File: config.mk
export PLATFORM = sky130hd
export DESIGN_NAME = pif_led_seq_flat
export DESIGN_NICKNAME = d
export VERILOG_FILES = /design/src/rtl/pif_led_seq_if.sv /design/src/rtl/pif_led_seq.sv /design/src/flat_wrapper.sv
export SDC_FILE = /design/constraint.sdc
export NUM_CORES = 1
export LEC_CHECK = 0
export CAP_MARGIN = 20
export CORE_MARGIN = 2
export CORE_UTILIZATION = 59
export DETAILED_ROUTE_END_ITERATION = 10
export PLACE_DENSITY = 0.77
export SYNTH_ARGS = -nofsm -noshare
export SYNTH_HDL_FRONTEND = slang
export SYNTH_SLANG_ARGS = --single-unit
File: constraint.sdc
create_clock -name Clk -period 2.7 [get_ports Clk]
set_clock_uncertainty 0.15 [all_clocks]
set_input_delay 0.27 -clock Clk [delete_from_list [all_inputs] [get_ports Clk]]
set_output_delay 0.27 -clock Clk [all_outputs]
set_load 0.05 [all_outputs]
File: src/rtl/pif_led_seq_if.sv
// Command handshake bundle for the LED sequencer: one colour/duty/hold command
// per valid/ready transfer.
interface pif_led_seq_if #(
  parameter int B      = 5,
  parameter int HOLD_W = 8
) ();
  logic              cmd_valid;
  logic              cmd_ready;
  logic [1:0]        cmd_colour;
  logic [B-1:0]      cmd_duty;
  logic [HOLD_W-1:0] cmd_hold;

  modport master (
    output cmd_valid, cmd_colour, cmd_duty, cmd_hold,
    input  cmd_ready
  );

  modport slave (
    input  cmd_valid, cmd_colour, cmd_duty, cmd_hold,
    output cmd_ready
  );
endinterface

File: src/rtl/pif_led_seq.sv
// Software-driven LED sequencer: buffers colour/duty/hold commands in a FIFO and
// plays each for a number of prescaler ticks through an accumulator PWM.
module pif_led_seq #(
  parameter int B          = 5,
  parameter int TICK_LEN   = 177333,
  parameter int FIFO_DEPTH = 4,
  parameter int HOLD_W     = 8
) (
  input  logic                          Clk,
  input  logic                          sys_rst,
  pif_led_seq_if.slave                  cmd,
  output logic                          red,
  output logic                          green,
  output logic                          tick,
  output logic                          busy,
  output logic [$clog2(FIFO_DEPTH):0]   fifo_level
);

  localparam int AW = $clog2(FIFO_DEPTH);
  localparam int PW = $clog2(TICK_LEN);
  localparam logic [PW-1:0] PRESC_RELOAD = PW'(TICK_LEN - 1);
  localparam logic [AW:0]   FIFO_FULL    = (AW + 1)'(FIFO_DEPTH);

  localparam logic [1:0] S_IDLE = 2'd0;
  localparam logic [1:0] S_LOAD = 2'd1;
  localparam logic [1:0] S_RUN  = 2'd2;

  if (TICK_LEN < 2) begin : g_bad_tick_len
    $error("TICK_LEN must be at least 2");
  end
  if (FIFO_DEPTH < 2 || (FIFO_DEPTH & (FIFO_DEPTH - 1)) != 0) begin : g_bad_depth
    $error("FIFO_DEPTH must be a power of 2 and at least 2");
  end

  typedef struct packed {
    logic [1:0]        colour;
    logic [B-1:0]      duty;
    logic [HOLD_W-1:0] hold;
  } cmd_t;

  // Command FIFO
  cmd_t          mem_q [FIFO_DEPTH];
  cmd_t          head;
  logic [AW-1:0] wr_ptr_q, wr_ptr_d;
  logic [AW-1:0] rd_ptr_q, rd_ptr_d;
  logic [AW:0]   count_q, count_d;
  logic          push, pop;

  // Prescaler
  logic [PW-1:0] presc_q, presc_d;
  logic          tick_q, tick_d;

  // Sequencer and PWM
  logic [1:0]        state_q, state_d;
  logic [1:0]        cur_colour_q, cur_colour_d;
  logic [B-1:0]      cur_duty_q, cur_duty_d;
  logic [HOLD_W-1:0] hold_cnt_q, hold_cnt_d;
  logic [B:0]        acc_q, acc_d;
  logic              on_q, on_d;
  logic              red_q, red_d;
  logic              green_q, green_d;
  logic              run;

  assign cmd.cmd_ready = (count_q != FIFO_FULL);
  assign push          = cmd.cmd_valid && cmd.cmd_ready;
  assign pop           = (state_q == S_LOAD);
  assign head          = mem_q[rd_ptr_q];
  assign run           = (state_q == S_RUN);

  always_comb begin
    wr_ptr_d = wr_ptr_q;
    rd_ptr_d = rd_ptr_q;
    count_d  = count_q;
    if (push) wr_ptr_d = wr_ptr_q + 1'b1;
    if (pop)  rd_ptr_d = rd_ptr_q + 1'b1;
    case ({push, pop})
      2'b10:   count_d = count_q + 1'b1;
      2'b01:   count_d = count_q - 1'b1;
      default: count_d = count_q;
    endcase
  end

  // NOTE: storage has no reset on purpose; an entry is only read after the
  // pointers show it was written, so clearing the pointers discards the contents.
  always_ff @(posedge Clk) begin
    if (push) begin
      mem_q[wr_ptr_q] <= '{colour: cmd.cmd_colour, duty: cmd.cmd_duty, hold: cmd.cmd_hold};
    end
  end

  always_comb begin
    tick_d  = (presc_q == '0);
    presc_d = tick_d ? PRESC_RELOAD : presc_q - 1'b1;
  end

  always_comb begin
    // NOTE: every target gets a hold value first so no path leaves it unassigned,
    // which would otherwise infer a latch.
    state_d      = state_q;
    cur_colour_d = cur_colour_q;
    cur_duty_d   = cur_duty_q;
    hold_cnt_d   = hold_cnt_q;
    acc_d        = acc_q;
    on_d         = on_q;

    case (state_q)
      S_IDLE: begin
        if (count_q != '0) state_d = S_LOAD;
      end
      S_LOAD: begin
        cur_colour_d = head.colour;
        cur_duty_d   = head.duty;
        hold_cnt_d   = (head.hold == '0) ? HOLD_W'(1) : head.hold;
        acc_d        = '0;
        on_d         = 1'b0;
        state_d      = S_RUN;
      end
      S_RUN: begin
        acc_d = {1'b0, acc_q[B-1:0]} + {1'b0, cur_duty_q};
        on_d  = acc_q[B];
        if (tick_q) begin
          hold_cnt_d = hold_cnt_q - 1'b1;
          // Chain straight into the next command so busy never drops between them.
          if (hold_cnt_q == HOLD_W'(1)) state_d = (count_q != '0) ? S_LOAD : S_IDLE;
        end
      end
      default: state_d = S_IDLE;
    endcase

    red_d   = !(on_q & cur_colour_q[0] & run);
    green_d = !(on_q & cur_colour_q[1] & run);
  end

  // NOTE: sequential state uses non-blocking assignments so every flop samples
  // the pre-edge values, independent of statement order.
  always_ff @(posedge Clk or posedge sys_rst) begin
    if (sys_rst) begin
      wr_ptr_q     <= '0;
      rd_ptr_q     <= '0;
      count_q      <= '0;
      presc_q      <= PRESC_RELOAD;
      tick_q       <= 1'b0;
      state_q      <= S_IDLE;
      cur_colour_q <= '0;
      cur_duty_q   <= '0;
      hold_cnt_q   <= '0;
      acc_q        <= '0;
      on_q         <= 1'b0;
      red_q        <= 1'b1;
      green_q      <= 1'b1;
    end else begin
      wr_ptr_q     <= wr_ptr_d;
      rd_ptr_q     <= rd_ptr_d;
      count_q      <= count_d;
      presc_q      <= presc_d;
      tick_q       <= tick_d;
      state_q      <= state_d;
      cur_colour_q <= cur_colour_d;
      cur_duty_q   <= cur_duty_d;
      hold_cnt_q   <= hold_cnt_d;
      acc_q        <= acc_d;
      on_q         <= on_d;
      red_q        <= red_d;
      green_q      <= green_d;
    end
  end

  assign red        = red_q;
  assign green      = green_q;
  assign tick       = tick_q;
  assign busy       = (state_q == S_LOAD) || (state_q == S_RUN);
  assign fifo_level = count_q;

endmodule

File: src/flat_wrapper.sv
// flat-port wrapper written by rule: the top's interface ports become plain ports
module pif_led_seq_flat 
#(
  parameter int B          = 5,
  parameter int TICK_LEN   = 177333,
  parameter int FIFO_DEPTH = 4,
  parameter int HOLD_W     = 8
)
  (Clk, sys_rst, red, green, tick, busy, fifo_level, cmd_cmd_valid, cmd_cmd_colour, cmd_cmd_duty, cmd_cmd_hold, cmd_cmd_ready);
  pif_led_seq_if #(.B(B), .HOLD_W(HOLD_W)) cmd_i ();
  input  logic Clk;
  input  logic sys_rst;
  output logic red;
  output logic green;
  output logic tick;
  output logic busy;
  output logic [$clog2(FIFO_DEPTH):0] fifo_level;
  input wire logic [$bits(cmd_i.cmd_valid)-1:0] cmd_cmd_valid;
  input wire logic [$bits(cmd_i.cmd_colour)-1:0] cmd_cmd_colour;
  input wire logic [$bits(cmd_i.cmd_duty)-1:0] cmd_cmd_duty;
  input wire logic [$bits(cmd_i.cmd_hold)-1:0] cmd_cmd_hold;
  output wire logic [$bits(cmd_i.cmd_ready)-1:0] cmd_cmd_ready;
  assign cmd_i.cmd_valid = cmd_cmd_valid;
  assign cmd_i.cmd_colour = cmd_cmd_colour;
  assign cmd_i.cmd_duty = cmd_cmd_duty;
  assign cmd_i.cmd_hold = cmd_cmd_hold;
  assign cmd_cmd_ready = cmd_i.cmd_ready;
  pif_led_seq #(.B(B), .TICK_LEN(TICK_LEN), .FIFO_DEPTH(FIFO_DEPTH), .HOLD_W(HOLD_W)) u_core (.Clk(Clk), .sys_rst(sys_rst), .cmd(cmd_i), .red(red), .green(green), .tick(tick), .busy(busy), .fifo_level(fifo_level));
endmodule
==> impl_metrics.py, run 1 <==
metrics = {
    "timing": {
        "relSlewSlack": 0.622,
        "fin_crit_sh": 0.911,
        "tns_ns": 0,
        "final_hold_viol_count": 0,
        "max_freq_ghz": 0.407,
        "tightest_slew_ns": 0.562,
        "drv_slew": 0,
        "rsz0062_at_grt": "false",
        "fin_crit_ns": 2.46,
        "setup_viol": 0,
        "fin_ws_ns": 0.241,
    },
    "clock_tree": {
        "cts_repair_resize_count": 0,
        "ctsHoldBuffers": 0,
        "cts_tree": "yes",
        "cts-root-buf": "clkbuf_8",
        "h-tree-depth": 3,
        "max-clock-path-buffers": 2,
        "cts-buffers-inserted": 9,
        "postCtsSetupRepairBufs": 0,
        "clock_latency_ns": 0.38,
        "cts_sinks": 112,
        "clk_pin_slew_worst_paths_ns": 0.11,
    },
    "yosys": {
        "synth_area_um2": 4930,
        "synth_edf_count": 60,
        "async_flop_share": 0.464,
        "synthFlopType": "edfxtp_1",
        "synth_nets": 382,
        "ys_seq_area_frac": 0.632,
        "syn_area_per_cell_um2": 14.3,
        "synthCells": 345,
        "synth_area_leader_cell": "edfxtp_1",
        "synth_top_cell_area_share": 0.365,
        "synth-seq-cells": 112,
        "synth.area.top_cells": "edfxtp_1 37%, dfrtp_1 21%, mux4_2 6.8%",
        "ys_types": 52,
        "synth_warnings": 0,
    },
    "global_route": {
        "grt_max_degree": 30,
        "grt_pass1_wl_mm": 13.1,
        "antenna_found_initial": 0,
        "grt_overflow": 0,
        "grt_usage": 0.194,
        "grt_pass1_vias": 2713,
    },
    "pwr": {
        "power_frac_clock": 0.181,
        "swShare": 0.348,
        "switching_power_mw": 1.86,
        "power_frac_comb": 0.360,
        "vdd_drop_max_uv": 532,
        "p_int_mw": 3.49,
        "leakagePower_nw": 2.09,
        "power_density_nw_per_um2": 962,
        "pwr-share-seq": 0.459,
    },
    "flow_run": {
        "maxCapViolations": 0,
    },
    "die": {
        "die_area_um2": 9110,
        "fp.dieW_um": 95.5,
        "core_area_um2": 8180,
        "die_h_um": 95.5,
        "rows": 33,
        "initial_core_util": 0.604,
        "num_io_pins": 26,
    },
    "worst_setup_path": {
        "worstRegToRegCells": 10,
        "crit_chain": "inv_1 > ha_1 > clkdlybuf4s50_1",
        "reg2reg_slack_ns": 0.48,
        "crit_fanout": 5,
        "slowest_stage": "clkdlybuf4s50_1",
        "crit_type": "register to output port",
        "worstPathRequired_ns": 2.28,
        "arrival_ns": 2.04,
        "max_stage_delay_ns": 0.83,
        "r2r-end": "u_core.fifo_level[2]",
        "startpoint_type": "register",
        "worstSetupEndpointType": "output port",
        "r2r-start": "u_core.fifo_level[0]",
    },
    "worst_hold_path": {
        "hold_class": "input pin to asynchronous set/reset pin",
    },
    "placed_design": {
        "place_ws_ns": 0.447,
        "dpl.hpwl_mm": 5.54,
        "port-buffer-count": 25,
        "gp_congestion": 0.757,
    },
    "layout": {
        "antenna_cells": 0,
        "post-route-util": 0.680,
        "area_growth_syn_to_layout_pct": 12.7,
        "fin_nets": 417,
        "drive_above_1_share": 0.182,
    },
    "detailed_routing": {
        "vias": 2787,
        "wl_per_cell_um": 16.2,
        "drc_errors": 0,
        "drt-pass1-iter-count": 4,
        "ant_nets": 0,
        "vias_per_cell": 5.69,
        "wirelength_mm": 7.93,
        "drt_iter0_markers": 151,
    },
    "outcome": {
        "outcome": "complete, no violations",
    },
}
-- registers in the layout, summed over array words and instances (netlist names) --
signal / count
u_core.mem_q: 60
u_core.presc_q: 18
u_core.hold_cnt_q: 8
u_core.acc_q: 6
u_core.cur_duty_q: 5
u_core.fifo_level: 3
u_core.cur_colour_q: 2
u_core.rd_ptr_q: 2
u_core.state_q: 2
u_core.wr_ptr_q: 2
u_core.green: 1
u_core.on_q: 1
u_core.red: 1
u_core.tick: 1
-- cells in the final DEF, fill, tap and decap left out, types with 5 or more instances in the layout --
master,count
dfrtp_1,41
xor2_1,9
dfstp_2,11
mux4_2,15
nand3_1,11
nand2_1,10
o21ai_0,10
a21oi_1,10
nor2_1,13
or3_1,7
nor4_1,7
clkbuf_8,10
buf_4,10
and3_1,5
nor3_1,6
nor2b_1,11
mux2_2,8
edfxtp_1,60
xnor2_1,12
a211oi_1,7
ha_1,17
inv_1,20
clkdlybuf4s50_1,25
-- cell families (layout without fill, tap and decap cells) --
kind of cell               Yosys count  in the layout  share of synthesized area
DFF                                112            112                      0.632
xor gates and xnor gates            21             21                     0.0373
muxes                               25             25                     0.0910
adders and majority gates           19             19                     0.0512
buffers and inverters               34             74                     0.0279
and+or+nand+nor                     88             88                      0.100
AOI/OAI and AO/OA                   46             46                     0.0606
-- power groups by stage --
stage | combinational (mW) | sequential [mW] | clock [mW]
finish | 1.93 | 2.45 | 0.969
global route | 2.13 | 2.50 | 1.07
CTS | 1.96 | 2.46 | 0.993
detailed placement | 1.96 | 2.49 | 0
global placement | 1.90 | 2.47 | 0
floorplan | 1.41 | 2.49 | 0
-- worst max path at each step --
stage | start | endpoint | slack [ns] | cells past startpoint
6_report | u_core.state_q[0] | busy | 0.24 | 3
5_1_grt | u_core.state_q[0] | busy | 0.17 | 3
4_1_cts | u_core.state_q[0] | busy | 0.23 | 3
3_5_place_dp | cmd_cmd_valid | u_core.fifo_level[2] | 0.45 | 9
3_3_place_gp | cmd_cmd_valid | u_core.fifo_level[2] | 0.54 | 9
2_1_floorplan | u_core.fifo_level[2] | u_core.fifo_level[2] | 0.05 | 9
-- per-layer routing --
layer | global-route usage | wire, um | part of all wire | up-vias
li1 | - | - | - | 1347
met2 | 0.317 | 4030 | 0.51 | 33
met1 | 0.257 | 3550 | 0.45 | 1397
met5 | 0 | 0 | 0 | -
met4 | 0.0500 | 90 | 0.011 | 0
met3 | 0.0601 | 256 | 0.032 | 10
-- metrics by stage --
step / power, mW / hold slack (ns) / std cells / instance area [um^2]
after global placement: 4.37 / 0.272 / 474 / 5370
after detailed placement: 4.45 / 0.276 / 474 / 5370
after floorplan: 3.89 / 0.219 / 345 / 4940
final: 5.35 / 0.0931 / 490 / 5560
after global routing: 5.70 / 0.106 / 490 / 5560
after CTS: 5.41 / 0.102 / 490 / 5560
-- critical path, delay by kind of cell (launching register included) --
kind,cells,cell delay [ns]
DFF,1,0.44
adders and majority gates,1,0.30
buffers and inverters,2,0.92
-- final cells by class --
type                            count  area, um^2
Fill cell                         589        2620
Clock inverter                      6        56.3
Clock buffer                       10         138
Sequential cell                   112        3120
Inverter                           22        87.6
Tap cell                          105         131
Multi-Input combinational cell    199        1690
Timing Repair Buffer               36         345
-- Yosys cell counts (9+ instances only) --
| master | count |
|---|---|
| inv_1 | 21 |
| o21ai_0 | 10 |
| dfrtp_1 | 41 |
| nor2b_1 | 11 |
| mux4_2 | 15 |
| nand2_1 | 10 |
| nor2_1 | 13 |
| edfxtp_1 | 60 |
| ha_1 | 17 |
| nand3_1 | 12 |
| xor2_1 | 9 |
| xnor2_1 | 12 |
| dfstp_2 | 11 |
| a21oi_1 | 10 |
Note: power is estimated with default switching activity, not from simulation.
==> run 2: changes to the inputs <==
Settings changed: CTS_CLUSTER_SIZE from default to 8.
==> results of run 2 <==
Same layout as run 1: the final DEF is identical, and so are final timing and power.
==> run 3: changes to the inputs <==
Settings changed: CELL_PAD_IN_SITES_DETAIL_PLACEMENT from default to 1, CELL_PAD_IN_SITES_GLOBAL_PLACEMENT from default to 2, CORE_UTILIZATION 59 to 43.
==> run 3 against run 2 <==
  * Worst setup slack better by 0.0088 ns
  * Clock power is 43% higher
  * Maximum frequency is 0.36% higher
  * Routed wire length grew 21%
  * Die area increased by 36%
  * Via count up 3.6%
  * Critical path type unchanged
  * Critical endpoint unchanged
==> impl_metrics.py, run 3 (synthesis results as in run 1) <==
metrics = {
    "worst_setup_path": {
        "crit_type": "register to output port",
        "startpoint_type": "register",
        "max_stage_delay_ns": 0.82,
        "arrival_ns": 2.03,
        "crit_fanout": 5,
        "worstRegToRegCells": 5,
        "worstSetupEndpointType": "output port",
        "worstPathRequired_ns": 2.28,
        "slowest_stage": "clkdlybuf4s50_1",
        "crit_chain": "inv_1 > ha_1 > clkdlybuf4s50_1",
    },
    "detailed_routing": {
        "drc_errors": 0,
        "vias_per_cell": 5.42,
        "topRoutingLayerUsed": "met4",
        "wirelength_mm": 9.62,
        "wl_met2_mm": 4.99,
        "ant_nets": 0,
        "wl_met3_um": 297,
        "drt-pass1-iter-count": 4,
        "vias": 2886,
        "wl_met1_mm": 4.12,
        "wl_per_cell_um": 18.1,
        "drt_iter0_markers": 82,
    },
    "timing": {
        "hold_ws_ns": 0.286,
        "fin_crit_ns": 2.45,
        "final_hold_viol_count": 0,
        "fin_crit_sh": 0.907,
        "drv_slew": 0,
        "rsz0062_at_grt": "false",
        "fin_ws_ns": 0.250,
        "tightest_slew_ns": 0.576,
        "max_freq_ghz": 0.408,
        "tns_ns": 0,
        "setup_viol": 0,
        "relSlewSlack": 0.612,
    },
    "clock_tree": {
        "clk_pin_slew_worst_paths_ns": 0.07,
        "cts_tree": "yes",
        "clock_latency_ns": 0.35,
        "max-clock-path-buffers": 2,
        "h-tree-depth": 3,
        "cts-root-buf": "clkbuf_16",
        "cts_sinks": 112,
        "cts-buffers-inserted": 9,
        "postCtsSetupRepairBufs": 0,
    },
    "global_route": {
        "antenna_found_initial": 0,
        "grt_usage": 0.168,
        "grt_overflow": 0,
        "grt_pass1_wl_mm": 16.2,
        "grt_max_degree": 45,
        "grt_pass1_vias": 3093,
    },
    "layout": {
        "multiInputGateArea_um2": 1690,
        "nFillCells": 1127,
        "drive_above_1_share": 0.188,
        "finalNonFillerCells": 532,
        "largest_reg_flops": 60,
        "post-route-util": 0.509,
        "antenna_cells": 0,
        "reg.largest.list": "u_core.mem_q (60), u_core.presc_q (18), u_core.hold_cnt_q (8)",
        "layout_common_cells": "60 x edfxtp_1, 41 x dfrtp_1, 25 x clkdlybuf4s50_1",
        "final_common_cell": "edfxtp_1",
        "fin_area_um2": 5760,
        "fin_nets": 421,
        "area_growth_syn_to_layout_pct": 16.7,
        "seq_area_um2": 3120,
        "top_register": "u_core.mem_q",
    },
    "placed_design": {
        "place_ws_ns": 0.435,
        "dp_cells": 515,
        "gp_congestion": 0.787,
        "port-buffer-count": 25,
        "place_area_um2": 5440,
        "dpl.hpwl_mm": 6.45,
    },
    "pwr": {
        "leakagePower_nw": 2.17,
        "vdd_drop_max_uv": 712,
        "finalPower_mw": 5.86,
        "power_density_nw_per_um2": 1020,
    },
    "die": {
        "die_h_um": 111,
        "initial_core_util": 0.436,
        "rows": 39,
        "die_area_um2": 12300,
        "core_area_um2": 11300,
        "fp.dieW_um": 111,
        "num_io_pins": 26,
    },
    "worst_hold_path": {
        "hold_class": "register to register",
        "whs_path_depth": 1,
    },
    "flow_run": {
        "maxCapViolations": 0,
    },
    "outcome": {
        "outcome": "complete, no violations",
    },
}
## run 3: where the power goes
part	switching, mW	internal [mW]
clock	0.649	0.743
combinational	1.07	0.912
sequential	0.272	2.22
total	1.99	3.88
## run 3: worst max-delay path: cells and delay by family, from the launching register on
kind | cells | cell delay [ns]
buffers and inverters | 2 | 0.91
adder cells (fa/ha/maj) | 1 | 0.34
flip-flops | 1 | 0.43
## run 3: final timing paths
| path | startpoint | to | slack [ns] |
|---|---|---|---|
| max | u_core.state_q[0] | busy | 0.25 |
| min | u_core.cur_colour_q[1] | u_core.green | 0.29 |
| max reg2reg | u_core.presc_q[8] | u_core.presc_q[9] | 0.45 |
| min reg2reg | u_core.cur_colour_q[1] | u_core.green | 0.29 |
| max in group asynchronous | sys_rst | u_core.presc_q[4] | 1.27 |
| min in group asynchronous | sys_rst | u_core.presc_q[16] | 0.56 |
## run 3: timing repair
item,4_1_cts,5_1_grt
gates resized for setup,0,0
endpoints found under the hold margin,1,0
hold buffers,1,0
## run 3: per-layer routing
metal  vias to the layer above  track usage
met4                         0       0.0502
met2                        33        0.289
met1                      1481        0.206
met5                         -            0
met3                        13       0.0519
li1                       1359            -
## run 3: area by class of cell
| cell class | instances | share of cell area |
|---|---|---|
| clock buffer | 9 | 0.0391 |
| clock inverter | 7 | 0.0150 |
| inverter | 22 | 0.0152 |
| multi-input combinational | 199 | 0.293 |
| sequential | 112 | 0.541 |
| tap | 143 | 0.0311 |
| timing repair buffer | 40 | 0.0656 |
